$ cat src/rtl/board_ram_arbiter.sv
// board_ram_arbiter
//   Single-port 10 x 20 board store (3-bit cell kinds, index y*10+x) shared by
//   a display scanner, the game logic and a full-board clear engine. One
//   access is granted per cycle. Registered results appear one cycle after
//   the grant.
//
//   Optional feature macro: BOARD_ARB_STARVE_GUARD_EN
//     defined   : a pending game request that has lost to the display
//                 STARVE_LIMIT times in a row is granted ahead of the display.
//     undefined : the display always wins and there is no starve counter.
//
// Ports
//   clk, reset                  system clock, synchronous active-high reset
//   disp_valid, disp_x, disp_y  display lookup request and cell coordinates
//   disp_kind, disp_stall       looked-up kind (0 = empty) / not-refreshed flag
//   gm_req, gm_we               game access request and write select
//   gm_x, gm_y, gm_wdata        game cell coordinates and write data
//   gm_ack, gm_rdata            access-complete pulse and read data
//   clr_req                     start a full-board clear
//   clr_busy, clr_done          clear in progress / one-cycle completion pulse
module board_ram_arbiter #(
  parameter int STARVE_LIMIT = 8
) (
  input  logic       clk,
  input  logic       reset,
  input  logic       disp_valid,
  input  logic [3:0] disp_x,
  input  logic [4:0] disp_y,
  output logic [2:0] disp_kind,
  output logic       disp_stall,
  input  logic       gm_req,
  input  logic       gm_we,
  input  logic [3:0] gm_x,
  input  logic [4:0] gm_y,
  input  logic [2:0] gm_wdata,
  output logic       gm_ack,
  output logic [2:0] gm_rdata,
  input  logic       clr_req,
  output logic       clr_busy,
  output logic       clr_done
);

  localparam int         NCELLS    = 200;
  localparam logic [7:0] LAST_CELL = 8'd199;

  typedef enum logic {S_IDLE, S_CLEAR} state_t;

  state_t     state_q, state_d;
  logic [2:0] cells_q [NCELLS];
  logic [2:0] cells_d [NCELLS];
  logic [7:0] clr_idx_q, clr_idx_d;
  logic [2:0] disp_kind_q, disp_kind_d;
  logic       disp_stall_q, disp_stall_d;
  logic       gm_ack_q, gm_ack_d;
  logic [2:0] gm_rdata_q, gm_rdata_d;
  logic       clr_done_q, clr_done_d;

  logic       disp_grant;
  logic       gm_grant;
  logic       force_gm;

  function automatic logic [7:0] cell_index(input logic [3:0] x, input logic [4:0] y);
    logic [7:0] y8;
    y8 = {3'b000, y};
    return (y8 << 3) + (y8 << 1) + {4'b0000, x};
  endfunction

  logic       disp_in_range, gm_in_range;
  logic [7:0] disp_idx, gm_idx;
  logic [2:0] disp_cell, gm_cell;

  // Out-of-board coordinates read as empty and never alias onto a real cell.
  assign disp_in_range = (disp_x < 4'd10) && (disp_y < 5'd20);
  assign gm_in_range   = (gm_x < 4'd10) && (gm_y < 5'd20);
  assign disp_idx      = cell_index(disp_x, disp_y);
  assign gm_idx        = cell_index(gm_x, gm_y);
  assign disp_cell     = disp_in_range ? cells_q[disp_idx] : 3'd0;
  assign gm_cell       = gm_in_range ? cells_q[gm_idx] : 3'd0;

`ifdef BOARD_ARB_STARVE_GUARD_EN
  localparam int STARVE_W = (STARVE_LIMIT < 1) ? 1 : $clog2(STARVE_LIMIT + 1);
  localparam logic [STARVE_W-1:0] STARVE_MAX = STARVE_W'(STARVE_LIMIT);

  logic [STARVE_W-1:0] starve_q, starve_d;

  assign force_gm = gm_req && (starve_q == STARVE_MAX);

  // Counts cycles a request waits (including during a clear); saturates so
  // the forced grant fires on the first IDLE cycle once the limit is reached.
  always_comb begin
    starve_d = starve_q;
    if (gm_grant) begin
      starve_d = '0;
    end else if (gm_req && (starve_q != STARVE_MAX)) begin
      starve_d = starve_q + STARVE_W'(1);
    end
  end

  always_ff @(posedge clk) begin
    if (reset) begin
      starve_q <= '0;
    end else begin
      starve_q <= starve_d;
    end
  end
`else
  assign force_gm = 1'b0;
`endif

  // FSM state register
  always_ff @(posedge clk) begin
    if (reset) begin
      state_q <= S_IDLE;
    end else begin
      state_q <= state_d;
    end
  end

  // FSM next state
  always_comb begin
    state_d = state_q;
    case (state_q)
      S_IDLE:  if (clr_req) state_d = S_CLEAR;
      S_CLEAR: if (clr_idx_q == LAST_CELL) state_d = S_IDLE;
      default: state_d = S_IDLE;
    endcase
  end

  // FSM outputs: grant selection and clear status
  always_comb begin
    disp_grant = 1'b0;
    gm_grant   = 1'b0;
    clr_busy   = (state_q == S_CLEAR);
    // A clr_req cycle is spent entering CLEAR, so nothing else is granted.
    if ((state_q == S_IDLE) && !clr_req) begin
      if (force_gm) begin
        gm_grant = 1'b1;
      end else if (disp_valid) begin
        disp_grant = 1'b1;
      end else if (gm_req) begin
        gm_grant = 1'b1;
      end
    end
  end

  // Storage access and registered results
  always_comb begin
    cells_d      = cells_q;
    clr_idx_d    = clr_idx_q;
    disp_kind_d  = disp_kind_q;
    disp_stall_d = 1'b0;
    gm_ack_d     = 1'b0;
    gm_rdata_d   = gm_rdata_q;
    clr_done_d   = 1'b0;
    if (state_q == S_CLEAR) begin
      cells_d[clr_idx_q] = 3'd0;
      disp_kind_d        = 3'd0;
      if (clr_idx_q == LAST_CELL) begin
        clr_idx_d  = 8'd0;
        clr_done_d = 1'b1;
      end else begin
        clr_idx_d = clr_idx_q + 8'd1;
      end
    end else if (clr_req) begin
      // Blank the display output from the first clear cycle onward.
      disp_kind_d = 3'd0;
    end else begin
      if (disp_grant) begin
        disp_kind_d = disp_cell;
      end else begin
        disp_stall_d = disp_valid;
      end
      if (gm_grant) begin
        gm_ack_d = 1'b1;
        if (gm_we) begin
          if (gm_in_range) cells_d[gm_idx] = gm_wdata;
        end else begin
          gm_rdata_d = gm_cell;
        end
      end
    end
  end

  always_ff @(posedge clk) begin
    if (reset) begin
      cells_q      <= '{default: 3'd0};
      clr_idx_q    <= 8'd0;
      disp_kind_q  <= 3'd0;
      disp_stall_q <= 1'b0;
      gm_ack_q     <= 1'b0;
      gm_rdata_q   <= 3'd0;
      clr_done_q   <= 1'b0;
    end else begin
      cells_q      <= cells_d;
      clr_idx_q    <= clr_idx_d;
      disp_kind_q  <= disp_kind_d;
      disp_stall_q <= disp_stall_d;
      gm_ack_q     <= gm_ack_d;
      gm_rdata_q   <= gm_rdata_d;
      clr_done_q   <= clr_done_d;
    end
  end

  assign disp_kind  = disp_kind_q;
  assign disp_stall = disp_stall_q;
  assign gm_ack     = gm_ack_q;
  assign gm_rdata   = gm_rdata_q;
  assign clr_done   = clr_done_q;

endmodule

$ cat config.mk
export PLATFORM = sky130hd
export DESIGN_NAME = board_ram_arbiter
export DESIGN_NICKNAME = d
export VERILOG_FILES = /design/src/rtl/board_ram_arbiter.sv
export SDC_FILE = /design/constraint.sdc
export NUM_CORES = 2
export LEC_CHECK = 0
export CAP_MARGIN = 20
export CORE_MARGIN = 10
export CORE_UTILIZATION = 30
export DETAILED_ROUTE_END_ITERATION = 8
export PLACE_DENSITY = 0.55
export SLEW_MARGIN = 20
export SYNTH_ARGS = -nofsm -noshare
export SYNTH_HDL_FRONTEND = slang
export SYNTH_SLANG_ARGS = --single-unit
$ cat constraint.sdc
create_clock -name clk -period 5.1 [get_ports clk]
set_input_delay 1.02 -clock clk [delete_from_list [all_inputs] [get_ports clk]]
set_output_delay 1.02 -clock clk [all_outputs]
set_load 0.01 [all_outputs]
==> results.tsv <==
metric	value	unit
rows	119	
hold_depth	2	
grt_overflow	0	
io_buffers	36	
post_cts_resize_count	0	
min-delay-start	cells_q[15]	
met3_usage	0.06852	
n_fill_cell	10242	
netlist_area	31910	um2
grt_max_degree	73	
yosys_warnings	0	
seqCellArea	12370	um2
cp-start-kind	input pin	
grt_use_met2	0.3343	
fin_skew	24.87	ps
ys_ff_latch	618	
io_pins	37	
dr.pass1.iters	5	
initial_core_util	0.3027	
synth_flop_cell	dfxtp_1	
final_common_cell	dfxtp_1	
core_area	105400	um2
via_count	27570	
syn_to_final_growth	18.21	%
final-hold-violation-count	0	
arrival	5100	ps
grtUsageTotal	0.2272	
htree_levels	3	
ys_seq_area_frac	0.3877	
finalNetCount	2759	
wl_per_cell	34.17	um
dp.final_hpwl	99140	um
tightest_slew	1230	ps
clkLatencyLatePin	630	ps
routabilityCongestion	0.9831	
yosys.area.top_type	dfxtp_1	
synth_edf_count	0	
multi_input_area	18140	um2
yosys-top-cells-area	dfxtp_1, mux4_2, a22o_1, a221oi_1, clkbuf_1	
antenna_found_initial	2	
synth_top_area_share	0.3877	
post-route-min-period	4584	ps
dp.cells	4023	
grt_use_met1	0.3018	
instances_no_fill	4151	
cts.reportedPaths.clkPinSlew	70	ps
final_cell_mix	dfxtp_1, a22o_1, mux4_2	
cp.required	5620	ps
fin_crit_sh	0.8987	
die_y	346.2	um
cts_buffer_depth	3	
netlist_instances	2640	
yosysUniqueCellTypes	72	
rsz0062_at_grt	no	
leakagePower	13.29	nW
path_max_fanout	5	
max_freq	218.2	MHz
avgSynthCellArea	12.09	um2
relSlewSlack	0.1803	
cp-end-kind	flop	
setup_viol	0	
cts_hold_buf	0	
cts_tree	yes	
rr_startpoint	clr_busy	
clkSinkCount	618	
status	completed	
grt_busiest_layer	met2	
avgViaCountPerCell	6.642	
whs_endpoint	cells_q[15]	
ant_nets	0	
grt_pass1_vias	26080	
ff2ff_path_depth	10	
die-area	119800	um2
timing.hold.ws	453.8	ps
wl	141800	um
cts_inserted_buffers	72	
grt_pass1_wl	200900	um
dr.first_iter.drc_count	3954	
p_per_area	320.8	nW/um2
maxCapViolations	0	
cts_root_buf	clkbuf_16	
drive_above_1_share	0.2780	
dieWidth	346.2	um
async_flop_share	0	
syn_nets	2693	
reg2reg_slack	2090	ps
ir_drop	0.2354	mV
drc	0	
cts_setup_buffers	0	
holdCritPathClass	flop to flop	
drv_slew	0	
critical_path_class	input pin to flop	
r2r_end	cells_q[319]	
kinds of logic after synthesis:
group,after synthesis,share of synthesized area
mux,349,0.2300
other cells,1,0.0001175
xor+xnor,16,0.004626
simple gates,277,0.04454
flops,618,0.3877
compound gates,997,0.2702
fa+ha+maj,26,0.01113
buf+inv,356,0.05167
worst max-delay path, stage by stage:
cell	delay [ps]
clkdlybuf4s50_1	500
fa_1	600
inv_1	70
fa_1	840
mux4_2	580
o211ai_1	180
a21oi_1	90
or4_1	600
o311a_1	170
o311ai_1	320
o21ai_0	120
metrics by stage:
step / total power, mW / util / setup WS (ps) / cell area [um2] / TNS (ps)
after floorplan: 6.078 / - / 894.6 / 31910 / 0
after CTS: 12.07 / 0.3577 / 610.0 / 37710 / 0
after detailed placement: 6.873 / 0.3354 / -43.24 / 35360 / -43.24
final: 12.10 / 0.3579 / 516.4 / 37720 / 0
after global placement: 6.868 / 0.3352 / -102.7 / 35340 / -102.7
after global routing: 12.38 / 0.3578 / 445.0 / 37720 / 0
worst max path at each step:
stage          startpoint            to  slack (ps)  cells past startpoint
2_1_floorplan   disp_x[3]  disp_kind[1]         890                     11
3_3_place_gp    disp_x[3]  disp_kind[1]        -100                     11
3_5_place_dp    disp_x[3]  disp_kind[1]         -40                     11
4_1_cts         disp_x[3]  disp_kind[1]         610                     11
5_1_grt         disp_x[3]  disp_kind[1]         450                     11
6_report        disp_x[3]  disp_kind[1]         520                     11
area by class of cell:
cell class	count	share of cell area
Multi-Input combinational cell	1666	0.4809
Sequential cell	618	0.3280
Timing Repair Buffer	298	0.07758
Clock buffer	104	0.05469
Tap cell	1391	0.04613
Clock inverter	23	0.007728
Inverter	50	0.004975
Antenna cell	1	0.00006633
synth_stat cells (5+ instances only):
| master | number |
|---|---|
| a211oi_1 | 9 |
| a21oi_1 | 27 |
| a221oi_1 | 197 |
| a221oi_2 | 27 |
| a22o_1 | 593 |
| a22oi_1 | 15 |
| a31oi_1 | 8 |
| and2_1 | 18 |
| and3_1 | 6 |
| buf_1 | 8 |
| buf_2 | 109 |
| buf_4 | 27 |
| buf_6 | 10 |
| clkbuf_1 | 152 |
| dfxtp_1 | 618 |
| ha_1 | 22 |
| inv_1 | 47 |
| mux2_2 | 5 |
| mux2i_1 | 37 |
| mux4_2 | 307 |
| nand2_1 | 56 |
| nand3_1 | 16 |
| nand4_1 | 7 |
| nor2_1 | 99 |
| nor2_2 | 7 |
| nor2b_1 | 11 |
| nor3_1 | 18 |
| nor3b_1 | 7 |
| nor4b_1 | 5 |
| o211ai_1 | 5 |
| o21ai_0 | 14 |
| o22ai_1 | 31 |
| o2bb2ai_1 | 14 |
| o31ai_1 | 12 |
| o32ai_1 | 11 |
| o41ai_1 | 5 |
| or4_1 | 5 |
| xnor2_1 | 8 |
| xor2_1 | 7 |
report_power, final:
group | switching (mW) | internal [mW] | total [mW]
combinational | 1.36 | 0.626 | 1.99
clock | 2.20 | 3.08 | 5.28
sequential | 0.00439 | 4.83 | 4.84
total | 3.57 | 8.53 | 12.1
per-layer routing:
layer  wire length [um]  vias up
met5                 23        -
met4               7816        4
met3              17300      420
met2              60250     1906
met1              56440    14042
li1                   -    11198
flip-flops by register name, indices dropped and copies added, names as in the netlist:
register / count
gm_rdata: 3
disp_stall: 1
clr_idx_q: 8
disp_kind: 3
clr_done: 1
gm_ack: 1
cells_q: 600
clr_busy: 1
No activity file was read; power rests on OpenSTA's default activity.
